==> config.mk <==
export PLATFORM = sky130hd
export DESIGN_NAME = pipe_stage_buf
export DESIGN_NICKNAME = d
export VERILOG_FILES = /design/src/rtl/pipe_stage_buf.sv
export SDC_FILE = /design/constraint.sdc
export NUM_CORES = 1
export LEC_CHECK = 0
export CAP_MARGIN = 0
export CORE_UTILIZATION = 50
export DETAILED_ROUTE_END_ITERATION = 10
export PLACE_DENSITY = 0.81
export SETUP_SLACK_MARGIN = 0.4
export SLEW_MARGIN = 20
export SYNTH_ARGS = -nofsm -noshare
export SYNTH_HDL_FRONTEND = slang
export SYNTH_SLANG_ARGS = --single-unit
==> constraint.sdc <==
create_clock -name clk -period 29.7 [get_ports clk]
set_input_delay 4.455 -clock clk [delete_from_list [all_inputs] [get_ports clk]]
set_output_delay 4.455 -clock clk [all_outputs]
set_load 0.01 [all_outputs]
==> src/rtl/pipe_stage_buf.sv <==
// rtl/pipe_stage_buf.sv - Elastic pipeline-stage register with one-entry skid buffer and event counters
module pipe_stage_buf #(
  parameter int CTRL_W = 12,
  parameter int DATA_W = 133,
  parameter int CNT_W  = 16
) (
  input  logic              clk,
  input  logic              reset,
  input  logic              flush,
  input  logic              in_valid,
  output logic              in_ready,
  input  logic [CTRL_W-1:0] in_ctrl,
  input  logic [DATA_W-1:0] in_data,
  output logic              out_valid,
  input  logic              out_ready,
  output logic [CTRL_W-1:0] out_ctrl,
  output logic [DATA_W-1:0] out_data,
  output logic [CNT_W-1:0]  stall_cnt,
  output logic [CNT_W-1:0]  flush_cnt
);

  typedef enum logic [1:0] {
    EMPTY = 2'd0,
    HALF  = 2'd1,
    FULL  = 2'd2
  } state_t;

  localparam logic [CNT_W-1:0] CNT_MAX = {CNT_W{1'b1}};
  localparam logic [CNT_W-1:0] CNT_ONE = {{(CNT_W-1){1'b0}}, 1'b1};

  state_t            state, state_nxt;
  logic [CTRL_W-1:0] skid_ctrl;
  logic [DATA_W-1:0] skid_data;
  logic              in_fire, out_fire;
  logic              load_main_in, load_main_skid, load_skid_in;
  logic              clear_main, clear_skid;

  // Flags decode straight from the state register, so out_ready never reaches in_ready.
  assign out_valid = (state != EMPTY);
  assign in_ready  = (state != FULL);
  assign in_fire   = in_valid & in_ready & ~flush;
  assign out_fire  = out_valid & out_ready & ~flush;

  always_comb begin
    state_nxt      = state;
    load_main_in   = 1'b0;
    load_main_skid = 1'b0;
    load_skid_in   = 1'b0;
    clear_main     = 1'b0;
    clear_skid     = 1'b0;
    if (flush) begin
      state_nxt  = EMPTY;
      clear_main = 1'b1;
      clear_skid = 1'b1;
    end else begin
      case (state)
        EMPTY: begin
          if (in_fire) begin
            state_nxt    = HALF;
            load_main_in = 1'b1;
          end
        end
        HALF: begin
          if (in_fire && out_fire) begin
            load_main_in = 1'b1;
          end else if (in_fire) begin
            state_nxt    = FULL;
            load_skid_in = 1'b1;
          end else if (out_fire) begin
            state_nxt  = EMPTY;
            clear_main = 1'b1;
          end
        end
        FULL: begin
          if (out_fire) begin
            state_nxt      = HALF;
            load_main_skid = 1'b1;
            clear_skid     = 1'b1;
          end
        end
        default: begin
          state_nxt  = EMPTY;
          clear_main = 1'b1;
          clear_skid = 1'b1;
        end
      endcase
    end
  end

  always_ff @(posedge clk or posedge reset) begin
    if (reset) begin
      state <= EMPTY;
    end else begin
      state <= state_nxt;
    end
  end

  // Emptied entries are zeroed so an invalid output always reads as a harmless bubble.
  always_ff @(posedge clk or posedge reset) begin
    if (reset) begin
      out_ctrl  <= '0;
      out_data  <= '0;
      skid_ctrl <= '0;
      skid_data <= '0;
    end else begin
      if (clear_main) begin
        out_ctrl <= '0;
        out_data <= '0;
      end else if (load_main_in) begin
        out_ctrl <= in_ctrl;
        out_data <= in_data;
      end else if (load_main_skid) begin
        out_ctrl <= skid_ctrl;
        out_data <= skid_data;
      end
      if (clear_skid) begin
        skid_ctrl <= '0;
        skid_data <= '0;
      end else if (load_skid_in) begin
        skid_ctrl <= in_ctrl;
        skid_data <= in_data;
      end
    end
  end

  always_ff @(posedge clk or posedge reset) begin
    if (reset) begin
      stall_cnt <= '0;
      flush_cnt <= '0;
    end else begin
      if (out_valid && !out_ready && !flush && stall_cnt != CNT_MAX) begin
        stall_cnt <= stall_cnt + CNT_ONE;
      end
      if (flush && state != EMPTY && flush_cnt != CNT_MAX) begin
        flush_cnt <= flush_cnt + CNT_ONE;
      end
    end
  end

endmodule
==> results of run 1 <==
==> final timing paths <==
kind                               from        endpoint  slack [ns]
min in group asynchronous         reset   stall_cnt[15]        4.50
max reg2reg                    state[1]   out_data[102]       26.35
min                        out_data[57]    out_data[57]        0.48
max in group asynchronous         reset  skid_data[112]       23.65
min reg2reg                out_data[57]    out_data[57]        0.48
max                           out_ready   out_data[102]       22.28
==> area by class of cell <==
type	count	area (sq um)	share of cell area, %
Clock inverter	15	206	1.14
Antenna cell	3	7.51	0.0414
Timing Repair Buffer	342	3390	18.7
Clock buffer	48	1030	5.67
Sequential cell	324	8110	44.7
Multi-Input combinational cell	568	4950	27.3
Inverter	4	22.5	0.124
Tap cell	335	419	2.31
==> cells by family after synthesis <==
| logic type | Yosys count | share of synthesized area, % |
|---|---|---|
| multiplexers | 150 | 11.2 |
| flip-flops | 324 | 60.1 |
| AND/OR/NAND/NOR | 77 | 3.45 |
| XOR/XNOR | 27 | 1.75 |
| adder cells (fa/ha/maj) | 2 | 0.186 |
| buffers and inverters | 87 | 3.36 |
| AO/OA/AOI/OAI | 312 | 19.9 |
==> through the flow <==
| step | instance area, sq um | hold WS [ns] | total power, mW | std cells | util [%] |
|---|---|---|---|---|---|
| 3_5_place_dp | 16900 | 0.472 | 0.610 | 1573 | 64.3 |
| 5_1_grt | 18100 | 0.499 | 1.10 | 1639 | 69.0 |
| 6_report | 18100 | 0.484 | 1.06 | 1639 | 69.0 |
| 3_3_place_gp | 16900 | 0.471 | 0.608 | 1573 | 64.3 |
| 2_1_floorplan | 13500 | 0.465 | 0.543 | 979 | - |
| 4_1_cts | 18100 | 0.490 | 1.07 | 1636 | 69.0 |
==> cell usage in the layout, fill, tap and decap left out, types with 5 or more instances in the layout <==
cell,n
sky130_fd_sc_hd__xnor2_1,5
sky130_fd_sc_hd__and3_1,5
sky130_fd_sc_hd__o2bb2ai_1,145
sky130_fd_sc_hd__clkbuf_8,6
sky130_fd_sc_hd__a22o_1,145
sky130_fd_sc_hd__clkinv_2,8
sky130_fd_sc_hd__bufinv_16,5
sky130_fd_sc_hd__xor2_1,22
sky130_fd_sc_hd__mux2i_1,147
sky130_fd_sc_hd__nand3_1,12
sky130_fd_sc_hd__nor2_1,9
sky130_fd_sc_hd__clkdlybuf4s50_1,328
sky130_fd_sc_hd__nor4_1,6
sky130_fd_sc_hd__nand4_1,8
sky130_fd_sc_hd__and4_1,6
sky130_fd_sc_hd__clkbuf_16,37
sky130_fd_sc_hd__buf_4,14
sky130_fd_sc_hd__dfrtp_1,324
sky130_fd_sc_hd__nand2_1,13
sky130_fd_sc_hd__clkbuf_1,5
sky130_fd_sc_hd__a21oi_1,11
==> critical path: cells and delay by family <==
family                 cells  cell delay (ns)
buffers and inverters      3             1.86
AND/OR/NAND/NOR            2             0.88
multiplexers               1             0.33
AO/OA/AOI/OAI              1             0.11
==> layer usage <==
| layer | part of all wire (%) | wire [um] | up-vias | track usage [%] |
|---|---|---|---|---|
| met1 | 43 | 15100 | 4970 | 34.7 |
| met2 | 47 | 16800 | 335 | 40.8 |
| met4 | 3.1 | 1090 | 0 | 9.02 |
| met3 | 7.0 | 2470 | 67 | 5.89 |
| met5 | 0 | 0 | - | 0 |
| li1 | - | - | 4360 | - |
==> power by group through the flow <==
stage / Clock, mW / Sequential [mW] / Combinational (mW)
after floorplan: 0 / 0.486 / 0.0575
after global placement: 0 / 0.482 / 0.126
after detailed placement: 0 / 0.482 / 0.128
after CTS: 0.471 / 0.475 / 0.129
after global routing: 0.487 / 0.478 / 0.137
final: 0.462 / 0.476 / 0.127
==> sequential cells by signal, summed over array words and instances, names as in the netlist <==
| register | cells |
|---|---|
| state | 2 |
| stall_cnt | 16 |
| flush_cnt | 16 |
| skid_data | 133 |
| out_data | 133 |
| out_ctrl | 12 |
| skid_ctrl | 12 |
==> summary.md, run 1 <==
| Metric | Value |
|---|---|
| Final count of pins violating max slew | `0` |
| Vias per Instance | `roughly 5.9` |
| Portion of the clock cycle consumed by the worst path in the final layout | `25.0%` |
| Max-Cap Viols | `0` |
| Length in cells of the worst reg-to-reg path | `6` |
| Final count of negative-setup-slack endpoints | `0` |
| RSZ-0062 raised after global routing | `false` |
| Maximum number of pins on one net before global-route repair | `between 100 and 150` |
| Netlist area before placement | `~0.013 sq mm` |
| Number of top-level pins | `329` |
| Warning count from the yosys run | `0` |
| First-pass GRT wire length | `roughly 57000 um` |
| Number of instances in the synthesized netlist | `slightly below 1000` |
| Internal power | `between 0.8 and 0.9 mW` |
| Slew at the pin closest to its max-slew limit | `1.12 ns` |
| Number of nets in the final layout | `1428` |
| Sequential cell area fraction in the yosys report | `60.1%` |
| Clock latency of the later-clocked register in the worst-skew pair | `0.51 ns` |
| CTS HTree Levels | `2` |
| Library cell appearing most often on the critical path | `sky130_fd_sc_hd__buf_4` |
| Violations in the final reports | `DRC` |
| Post-CTS setup buffer count | `0` |
| Cell Pwr Density | `approximately 59 mW/mm^2` |
| Signal arrival time at the worst endpoint | `7.76 ns` |
| GRT Overall Usage | `approximately a quarter` |
| Vias in the first global route | `between 10000 and 15000` |
| # port buffers | `between 300 and 400` |
| Highest clock frequency the design can meet | `0.135 GHz` |
| Leading post-synthesis cells by cell area | `sky130_fd_sc_hd__dfrtp_1 60%, sky130_fd_sc_hd__mux2i_1 11%, sky130_fd_sc_hd__a22o_1 9.4%, sky130_fd_sc_hd__o2bb2ai_1 9.4%, sky130_fd_sc_hd__xor2_1 1.4%` |
| Maximum net fanout on the critical path | `~60` |
| Leakage power summed over all cells | `7.84 nW` |
| Count of endpoints failing hold in the final timing report | `0` |
| Startpoint class of the critical path | `input port` |
| Chip width | `~170 um` |
| # rows | `59` |
| Die height | `between 150 and 200 um` |
| Fraction of layout instances using a drive strength above 1 | `between 6 and 7%` |
| Max-Slew Margin vs Limit | `around a quarter` |
| Clock tree from TritonCTS | `yes` |
| Half-perimeter wire length after placement | `~21000 um` |
| Count of TritonRoute iterations in the first routing pass | `11` |
| CP Capture Type | `register` |
| Total congestion overflow | `0` |
| Area growth from synthesis to layout | `34.5%` |
| Least setup slack across all paths after layout | `around 22 ns` |
| Share of total power in the clock network | `between 40 and 50%` |
| DRC violation count after routing | `17` |
| Gate power share | `a little under an eighth` |
| Maximum clock skew at final layout | `0.0164 ns` |
| Weighted congestion at the end of routability-driven global placement | `0.819` |
| Flop and latch count out of synthesis | `324` |
| Synthesized area divided by synthesized cell count | `between 10 and 15 sq um` |
| Largest buffer count on any clock path | `3` |
| Residual antenna-violating net count after detailed routing | `0` |
| Leading register cell type out of synthesis | `sky130_fd_sc_hd__dfrtp_1` |
| Initial antenna violation count | `3` |
| Min Tclk post-route | `7.42 ns` |
| Post-Route WL | `approximately 35000 um` |
| Largest area contributor in the synthesized netlist | `sky130_fd_sc_hd__dfrtp_1` |
| Post-Place Setup Slack | `around 22 ns` |
| Hold-fix buffers, CTS | `0` |
| Result of the run | `finished, violations left` |
| Post-Synthesis Net Count | `about 1100` |
| Count of different cell masters after synthesis | `42` |
| Top-count cell post-synth | `sky130_fd_sc_hd__dfrtp_1` |
| Switching portion of total power | `between 20% and 30%` |
| Number of gates resized after cts | `0` |
| Cell chain of the critical path | `clkdlybuf4s50_1 -> nand2b_1 -> nor3b_4 -> buf_4 -> buf_4 -> mux2i_1 -> o2bb2ai_1` |
| Delay of the slowest critical-path stage | `about 0.84 ns` |
| CTS root buffer | `sky130_fd_sc_hd__clkbuf_16` |
| Total number of vias | `~9700` |
| Yosys top cell area share | `60.1%` |
| Crit-path slowest cell | `sky130_fd_sc_hd__buf_4` |
| Fill cells | `around 1800` |
| Reported net switching power | `around 0.26 mW` |
| Number of flops mapped to enable cells by yosys | `0` |
| Mean routed wirelength per cell | `about 22 um` |
| Relative contribution of sequential cells to total power | `roughly 45%` |
| DIE AREA | `approximately 0.028 sq mm` |
| Hold Path Cell Cnt | `1` |
| Crit path required time | `approximately 30 ns` |
| Kind of critical path | `input port to register` |
| Type of the tightest min-delay check | `register to register` |
| Reg clk slew, reported paths | `around 0.060 ns` |
| Post-Route Setup TNS | `0 ns` |
| # clock sinks | `between 300 and 400` |
| Core outline area | `roughly 0.026 sq mm` |
| Synth top cells by count | `324 x sky130_fd_sc_hd__dfrtp_1, 147 x sky130_fd_sc_hd__mux2i_1, 145 x sky130_fd_sc_hd__a22o_1, 145 x sky130_fd_sc_hd__o2bb2ai_1, 29 x sky130_fd_sc_hd__buf_2` |
| Share of synthesized flip-flops with an asynchronous set or reset | `between 90% and 100%` |
| TritonCTS Buffers | `36` |
| Starting density of the core | `51.3%` |
| IR drop worst, VDD | `~0.045 mV` |
| Iteration-0 DRC Markers | `around 730` |
(Power assumes the default switching activity.)
==> inputs of run 2 (changes only) <==
CORE_UTILIZATION = 45   (was 50)
PLACE_DENSITY = 0.77   (was 0.81)
clock period = 6.1 ns   (was 29.7 ns; I/O delays follow)
==> summary.md, run 2 (synthesis results as in run 1) <==
| Metric | Value |
|---|---|
| Result of the run | `completed` |
| Switching portion of total power | `24.4%` |
| Fill cells | `2264` |
| Reported net switching power | `around 1.2 mW` |
| Number of nets in the final layout | `1425` |
| Initial antenna violation count | `0` |
| Post-Route Setup TNS | `0 ns` |
| GRT Overall Usage | `22.9%` |
| Residual antenna-violating net count after detailed routing | `0` |
| Fraction of layout instances using a drive strength above 1 | `5.79%` |
| Clock tree from TritonCTS | `yes` |
| Portion of the clock cycle consumed by the worst path in the final layout | `around half` |
| Total number of vias | `around 10000` |
| Startpoint class of the critical path | `input port` |
| Number of gates resized after cts | `0` |
| N_diodes | `0` |
| Leading cell types in the layout, fill and taps excluded | `328 x sky130_fd_sc_hd__clkdlybuf4s50_1, 324 x sky130_fd_sc_hd__dfrtp_1, 147 x sky130_fd_sc_hd__mux2i_1` |
| Reg clk slew, reported paths | `about 0.060 ns` |
| Max-Cap Viols | `0` |
| Final count of negative-setup-slack endpoints | `0` |
| Gate power share | `12.4%` |
| Total congestion overflow | `0` |
| Leakage power summed over all cells | `~8 nW` |
| Max-Slew Margin vs Limit | `approximately a third` |
| CP Capture Type | `register` |
| Post-CTS setup buffer count | `0` |
| DRC violation count after routing | `0` |
| Final-layout worst hold slack | `approximately 0.48 ns` |
| TritonCTS Buffers | `36` |
| Maximum number of pins on one net before global-route repair | `~150` |
| Slew at the pin closest to its max-slew limit | `0.972 ns` |
| Highest clock frequency the design can meet | `0.318 GHz` |
| Share of total power in the clock network | `between 40% and 50%` |
| Final count of pins violating max slew | `0` |
| Cell area after layout | `~0.018 sq mm` |
| Iteration-0 DRC Markers | `767` |
| Total power | `about 5 mW` |
| Vias in the first global route | `roughly 9900` |
| Placed Instance Area | `0.0170 sq mm` |
| CTS root buffer | `sky130_fd_sc_hd__clkbuf_16` |
| Clock latency of the later-clocked register in the worst-skew pair | `0.50 ns` |
| Min Tclk post-route | `around 3.1 ns` |
| Weighted congestion at the end of routability-driven global placement | `about 0.82` |
| First-pass GRT wire length | `about 56000 um` |
| DIE AREA | `~0.031 sq mm` |
| RSZ-0062 raised after global routing | `false` |
| Cell Pwr Density | `about 280 mW/mm^2` |
| Type of the tightest min-delay check | `register to register` |
| Largest buffer count on any clock path | `3` |
| Starting density of the core | `between 40% and 50%` |
| IR drop worst, VDD | `approximately 0.19 mV` |
| Number of top-level pins | `~330` |
| Relative contribution of sequential cells to total power | `between 40 and 50%` |
| Half-perimeter wire length after placement | `between 20000 and 25000 um` |
| Vias per Instance | `just under 6` |
| Most common library cell in the layout ignoring fill and taps | `sky130_fd_sc_hd__clkdlybuf4s50_1` |
| Chip width | `175 um` |
| # clock sinks | `324` |
| Hold-fix buffers, CTS | `0` |
| # port buffers | `328` |
| Area growth from synthesis to layout | `34.9%` |
| Mean routed wirelength per cell | `21.1 um` |
| Kind of critical path | `input port to register` |
| Maximum net fanout on the critical path | `70` |
| Die height | `about 180 um` |
| Post-Route WL | `~36000 um` |
| # rows | `63` |
| Count of TritonRoute iterations in the first routing pass | `4` |
| Signal arrival time at the worst endpoint | `around 3.5 ns` |
| Maximum clock skew at final layout | `between 0.01 and 0.015 ns` |
| Internal power | `~3.8 mW` |
| CTS HTree Levels | `2` |
| Registers with the most flip-flops | `out_data x133, skid_data x133` |
| Core outline area | `0.0296 sq mm` |
| Crit path required time | `between 6 and 7 ns` |
| Count of endpoints failing hold in the final timing report | `0` |
[run 2: cell types whose count changed in the layout (fill, tap and decap cells not counted), sizes merged]
cell      delta
buf          -3
clkinv       -6
bufinv       -3
diode        -3
clkbuf       +7
inv          -1
clkinvlp     +1
[run 2: path summary, 6_finish.rpt]
check                           depth (start not counted)  slack, ns    startpoint        endpoint
worst max-delay path                                    6       2.96     out_ready    out_data[95]
worst min-delay path                                    1       0.48  out_data[36]    out_data[36]
worst max register to register                          5       3.50      state[1]    out_data[95]
worst min register to register                          1       0.48  out_data[36]    out_data[36]
max in group asynchronous                               3       4.02         reset    out_data[42]
min in group asynchronous                               2       0.97         reset  skid_data[132]
[run 2: critical path, cell delays in order]
cell and delay (ns):
sky130_fd_sc_hd__clkdlybuf4s50_1 0.60, sky130_fd_sc_hd__nand2b_1 0.21, sky130_fd_sc_hd__nor3b_4 0.81, sky130_fd_sc_hd__buf_12 0.47, sky130_fd_sc_hd__mux2i_1 0.28, sky130_fd_sc_hd__o2bb2ai_1 0.09
[run 2: per-layer routing]
| layer | up-vias | GRT usage (%) | routed length [um] |
|---|---|---|---|
| met5 | - | 0 | 0 |
| met4 | 0 | 8.08 | 1100 |
| met3 | 74 | 5.20 | 2460 |
| met2 | 359 | 34.8 | 16100 |
| met1 | 5009 | 32.4 | 15900 |
| li1 | 4352 | - | - |
[run 2: layout make-up]
type                       instances  area [sq um]  share of cell area [%]
clock inverter                     6          82.6                   0.454
sequential                       324          8110                    44.6
clock buffer                      55          1060                    5.85
inverter                           4          18.8                   0.103
multi-input combinational        568          4950                    27.2
tap                              390           488                    2.68
timing repair buffer             339          3470                    19.1
[run 2: power by group through the flow]
stage          Combinational [mW]  Clock (mW)  Sequential (mW)
4_1_cts                     0.637        2.17             2.31
6_report                    0.630        2.12             2.31
3_3_place_gp                0.623           0             2.35
3_5_place_dp                0.635           0             2.35
2_1_floorplan               0.280           0             2.36
5_1_grt                     0.678        2.26             2.33
[run 2: through the flow]
stage                     utilization, %  setup slack (ns)  cells
after global placement              57.6              2.55   1625
final                               61.5              2.96   1686
after floorplan                        -             0.862    979
after detailed placement            57.6              2.47   1625
after global routing                61.5              2.79   1686
after CTS                           61.5              2.95   1686
==> RTL change 1, RTL diff (flow settings as in run 2) <==
Reset style: synchronous (`reset`), changed in 3 clocked blocks.
--- a/src/rtl/pipe_stage_buf.sv
+++ b/src/rtl/pipe_stage_buf.sv
@@ -88,5 +88,5 @@
   end
 
-  always_ff @(posedge clk or posedge reset) begin
+  always_ff @(posedge clk) begin
     if (reset) begin
       state <= EMPTY;
@@ -97,5 +97,5 @@
 
   // Emptied entries are zeroed so an invalid output always reads as a harmless bubble.
-  always_ff @(posedge clk or posedge reset) begin
+  always_ff @(posedge clk) begin
     if (reset) begin
       out_ctrl  <= '0;
@@ -124,5 +124,5 @@
   end
 
-  always_ff @(posedge clk or posedge reset) begin
+  always_ff @(posedge clk) begin
     if (reset) begin
       stall_cnt <= '0;
Check against the original RTL: differs if reset is asserted again (counterexample within 4 cycles, from zero or initial values and one cycle with reset high); with reset held inactive, the same outputs for 4 cycles.
==> RTL change 1 against run 2 <==
Hold slack worse by 31 ps; die area is 7.8% lower; synthesized area is 7.9% lower; critical path depth stayed put; sequential cell count stayed put; routed wire length is 1.9% higher; clock skew is 5.1 ps lower; total power is 9.7% lower; critical endpoint is now out_data[93]$_SDFFE_PP0P_; via count is 21% higher; worst setup slack worse by 25 ps; cell area is 7.1% lower.
==> RTL change 1: results (changes against run 2) <==
status=finished, final reports clean (unchanged); TritonCTS buffer count=35 (was 36); Routed WL per cell=17.06 µm (was 21.09 µm); Crit path arrival time=3580 ps (was 3480 ps); First DRT Iteration DRCs=1149 (was 767); gr usage total=0.2456 (was 0.2294); worst-path fanout max=48 (was 70); Synthesis Warnings=0 (unchanged); First-pass DRT Iterations=6 (was 4); area post-placement=15700 µm² (was 17030 µm²); synth top area cells=dfxtp_1 52%, nand2_1 14%, a21oi_1 13%, a22oi_1 8.8%, buf_2 2.6% (was dfrtp_1 60%, mux2i_1 11%, a22o_1 9.4%, o2bb2ai_1 9.4%, xor2_1 1.4%); P_leak=5.349 nW (was 7.796 nW); initial antenna violation count=4 (was 0); Syn Nets=1647 (was 1131); Yosys cell types=47 (was 42); Clock Skews=7.325 ps (was 12.42 ps); CP max stage delay=860 ps (was 810 ps); Worst Hold Class=reg2reg (unchanged); register area share after synthesis=0.5225 (was 0.6014); Top Family by Delay on Critical Path=buffers and inverters (unchanged); CP max stage cell=nor3_2 (was nor3b_4); Post-CTS Setup Bufs=0 (unchanged); routability cong.=0.7916 (was 0.8231); Vias=11810 (was 9794); first-pass GRT wire length=56740 µm (was 56400 µm); commonest cells in the netlist=450 x nand2_1, 324 x dfxtp_1, 320 x a21oi_1, 145 x a22oi_1, 64 x buf_2 (was 324 x dfrtp_1, 147 x mux2i_1, 145 x a22o_1, 145 x o2bb2ai_1, 29 x buf_2); biggest regs=out_data: 133 flops, skid_data: 133 flops (unchanged); CTS root buffer=clkbuf_16 (unchanged); clk slew on worst S/H paths=60 ps (about the same); Port Buffers=328 (unchanged); worst slack, placed=2357 ps (was 2473 ps); Layout Nets=1906 (was 1425); vias in the first global route=10950 (was 9920); Clock Tree Buf Depth=3 (unchanged); slew at the pin with the worst max-slew slack=1109 ps (was 971.7 ps); Post-CTS Resized=0 (unchanged); ys async rst share=0 (was 1.000); share of post-route cells with drive strength above 1=0.04888 (was 0.05787); Max IR drop VDD=215.4 µV (was 194.0 µV); H-tree levels=2 (unchanged); largest net degree at the start of global routing=98 (was 146); HPWL after detailed placement=22090 µm (was 21090 µm); later-pin clock latency in the skew report=500 ps (about the same)
RTL change 1: changes by cell type in the layout (fill, tap and decap cells not counted), sizes merged, moves of 22 or more:
cell / run 2 / this run
nand2: 13 / 451
dfrtp: 324 / 0
dfxtp: 0 / 324
a21oi: 11 / 321
mux2i: 147 / 1
a22o: 145 / 0
a22oi: 0 / 145
o2bb2ai: 145 / 0
xor2: 22 / 0
RTL change 1: layout make-up:
class                      instances  area (µm²)
antenna                            3       7.507
clock buffer                      53        1056
clock inverter                    10       91.34
fill                            2285       10140
inverter                           8       30.03
multi-input combinational       1043        5369
sequential                       324        6486
tap                              341       426.7
timing repair buffer             342        3421
RTL change 1: power by group:
| part | internal, W | leakage [nW] | switching [W] |
|---|---|---|---|
| clock | 0.00124 | 0.559 | 0.000846 |
| sequential | 0.00214 | 2.62 | 0.0000139 |
| combinational | 0.000158 | 2.17 | 0.000170 |
| total | 0.00354 | 5.35 | 0.00103 |
RTL change 1: path summary, 6_finish.rpt:
path / from / endpoint / slack (ps) / cells past startpoint
hold / removal: out_data[125]$_SDFFE_PP0P_ / out_data[125]$_SDFFE_PP0P_ / 450 / 2
setup reg to reg: state[1]$_SDFFE_PP0P_ / out_data[93]$_SDFFE_PP0P_ / 3520 / 5
hold reg to reg: out_data[125]$_SDFFE_PP0P_ / out_data[125]$_SDFFE_PP0P_ / 450 / 2
setup / recovery: out_ready / out_data[93]$_SDFFE_PP0P_ / 2930 / 6
RTL change 1: kinds of logic after synthesis:
group           Yosys count  synth area share
buf+inv                 128           0.04848
mux                       6          0.005341
flops                   324            0.5225
compound gates          500            0.2377
simple gates            535            0.1840
fa+ha+maj                 2          0.002015
RTL change 1: layer usage:
| layer | global-route usage | vias to the layer above | share of wire |
|---|---|---|---|
| met2 | 0.4063 | 435 | 0.47 |
| met3 | 0.07663 | 59 | 0.090 |
| li1 | - | 5726 | - |
| met4 | 0.07036 | 2 | 0.021 |
| met5 | 0 | - | 0.00033 |
| met1 | 0.3077 | 5583 | 0.42 |
RTL change 1: through the flow:
stage | total power, W | hold slack, ps | util | std cells
global placement | 0.002522 | 441.0 | 0.5808 | 2057
CTS | 0.004610 | 454.2 | 0.6232 | 2120
finish | 0.004571 | 451.5 | 0.6249 | 2124
floorplan | 0.002333 | 436.8 | - | 1495
detailed placement | 0.002525 | 445.9 | 0.5808 | 2057
global route | 0.004732 | 466.0 | 0.6248 | 2123
RTL change 1: tightest hold or removal path: cells and delay by family (launching register included):
family | cells | cell delay, ps
AO/OA/AOI/OAI | 1 | 50
flip-flops | 1 | 310
AND/OR/NAND/NOR | 1 | 50
==> RTL change 2, RTL diff (settings of run 2) <==
Made on the original files. Change the parameter `CNT_W` from 16 to 12.
--- a/src/rtl/pipe_stage_buf.sv
+++ b/src/rtl/pipe_stage_buf.sv
@@ -3,5 +3,5 @@
   parameter int CTRL_W = 12,
   parameter int DATA_W = 133,
-  parameter int CNT_W  = 16
+  parameter int CNT_W  = 12
 ) (
   input  logic              clk,
Ports: changed (resized flush_cnt and stall_cnt); port bits go from 329 to 321. The function was not compared with the original's and may differ.
==> RTL change 2 against run 2 <==
Count of clock-buffer cells in the layout is 4 lower; sequential cell count is 8 lower; global-route usage is 0.75 points lower; total power is 0.79% lower; sequential power is 3% lower; hold slack better by 5.1 ps; cell area is 2.6% lower; core utilization is 0.39 points higher; clock power is 2% higher; routed wire length is 4.6% lower; synthesized area is 3.0% lower; worst setup slack better by 280 ps; die area is 2.9% lower; register-to-register slack better by 520 ps; critical endpoint is now out_valid.
==> RTL change 2: results (changes against run 2) <==
Port Buffers=320 (was 328); commonest cells in the netlist=316 x dfrtp_1, 148 x mux2i_1, 145 x a22o_1, 145 x o2bb2ai_1, 28 x buf_2 (was 324 x dfrtp_1, 147 x mux2i_1, 145 x a22o_1, 145 x o2bb2ai_1, 29 x buf_2); worst r2r dst=skid_data[130]$_DFFE_PP0P_ (was out_data[95]$_DFFE_PP0P_); vias per cell=5.684 (was 5.809); R2R setup slack=4020 ps (was 3500 ps); P_leak=7.500 nW (was 7.796 nW); Synthesis Warnings=0 (unchanged); Yosys cell types=40 (was 42); Worst Hold Class=reg2reg (unchanged); Post-CTS Resized=0 (unchanged); gr usage total=0.2219 (was 0.2294); worst-path fanout max=8 (was 70); routability cong.=0.8381 (was 0.8231); register area share after synthesis=0.6046 (was 0.6014); Layout Nets=1386 (was 1425); vias in the first global route=9256 (was 9920); Routed WL per cell=20.63 µm (was 21.09 µm); Slew headroom=0.3505 (was 0.3506); Syn Nets=1097 (was 1131); TritonCTS buffer count=35 (was 36); Post-CTS Setup Bufs=0 (unchanged); Mean Syn Cell Area=13.84 µm² (was 13.77 µm²); R2R depth=5 (unchanged); FF-to-FF Start=state[1]$_DFFE_PP0P_ (unchanged); Clock Tree Buf Depth=3 (unchanged); First DRT Iteration DRCs=641 (was 767); met3 usage=0.06020 (was 0.05200); First-pass DRT Iterations=5 (was 4); clk slew on worst S/H paths=60 ps (about the same); initial antenna violation count=2 (was 0); hold endpoint=out_data[20]$_DFFE_PP0P_ (was out_data[36]$_DFFE_PP0P_); first-pass GRT wire length=51870 µm (was 56400 µm); Clock Skews=17.20 ps (was 12.42 ps); synth top area cells=dfrtp_1 60%, mux2i_1 11%, a22o_1 9.7%, o2bb2ai_1 9.7%, buf_2 1.1% (was dfrtp_1 60%, mux2i_1 11%, a22o_1 9.4%, o2bb2ai_1 9.4%, xor2_1 1.4%); drt drc=0 (unchanged); worst slack, placed=2952 ps (was 2473 ps); biggest regs=out_data: 133 flops, skid_data: 133 flops (unchanged); share of post-route cells with drive strength above 1=0.06518 (was 0.05787); CTS root buffer=clkbuf_16 (unchanged); met2 Resource Use GR=0.3266 (was 0.3482); HPWL after detailed placement=20030 µm (was 21090 µm); H-tree levels=2 (unchanged); ys async rst share=1.000 (unchanged); largest net degree at the start of global routing=161 (was 146); Vias=9345 (was 9794); DP Cell Count=1581 (was 1625); Crit path arrival time=1950 ps (was 3480 ps); Max IR drop VDD=174.8 µV (was 194.0 µV); met1 usage=0.3177 (was 0.3236); status=finished, final reports clean (unchanged); Most used DFF post-synth=dfrtp_1 (unchanged); Hold Path Depth=1 (unchanged); Worst Min Path Start=out_data[20]$_DFFE_PP0P_ (was out_data[36]$_DFFE_PP0P_); filler cell count=2157 (was 2264)
RTL change 2: cell type report:
cell class              count  area, µm²  share of cell area
inverters                   6      26.28            0.001483
clock buffers              51       1057             0.05968
multi-input cells         543       4740              0.2676
flip-flops and latches    316       7908              0.4464
diodes                      2      5.005           0.0002825
well taps                 384      480.5             0.02712
repair buffers            332       3356              0.1894
clock inverters            10      142.6            0.008052
RTL change 2: metrics by stage:
step                hold WS [ps]  total power [W]  instance area, µm²
floorplan                  465.1         0.002576               13080
global placement           469.4         0.002881               16510
detailed placement         472.4         0.002892               16510
CTS                        490.5         0.005086               17710
global route               496.1         0.005229               17710
finish                     487.8         0.005025               17710
RTL change 2: cells by family (layout without fill, tap and decap cells):
group                      Yosys count  after routing  synth area share
AOI/OAI and AO/OA                  309            309            0.2033
xor gates and xnor gates            12             12          0.008036
adders and majority gates            2              2          0.001913
buffers and inverters               86            399           0.03511
DFF                                316            316            0.6046
muxes                              153            153            0.1176
other                                0              2                 0
and+or+nand+nor                     67             67           0.02947
RTL change 2: layer usage:
layer  part of all wire  routed length (µm)
met1               0.45               15140
met2               0.45               15290
met3              0.077                2624
met4              0.025                 858
met5                  0                   0
RTL change 2: worst max-delay path by stage:
stage                    startpoint  slack [ps]                        end  depth (start not counted)
6_report       state[0]$_DFFE_PP0P_        3240                  out_valid                          3
5_1_grt        state[0]$_DFFE_PP0P_        3150                  out_valid                          3
3_5_place_dp              out_ready        2950  skid_data[24]$_DFFE_PP0P_                          6
3_3_place_gp              out_ready        3000   skid_data[2]$_DFFE_PP0P_                          6
4_1_cts        state[0]$_DFFE_PP0P_        3200                  out_valid                          3
2_1_floorplan                 reset         970   flush_cnt[0]$_DFFE_PP0P_                          1
RTL change 2: worst max-delay path: stages, from the launching register on:
cell             delay [ps]
dfrtp_1                 460
nor2_1                  340
inv_1                   140
clkdlybuf4s50_1         500
RTL change 2: power by group:
group | total (W) | switching [W] | internal [W]
clock | 0.00217 | 0.000838 | 0.00133
combinational | 0.000609 | 0.000307 | 0.000302
sequential | 0.00225 | 0.0000680 | 0.00218
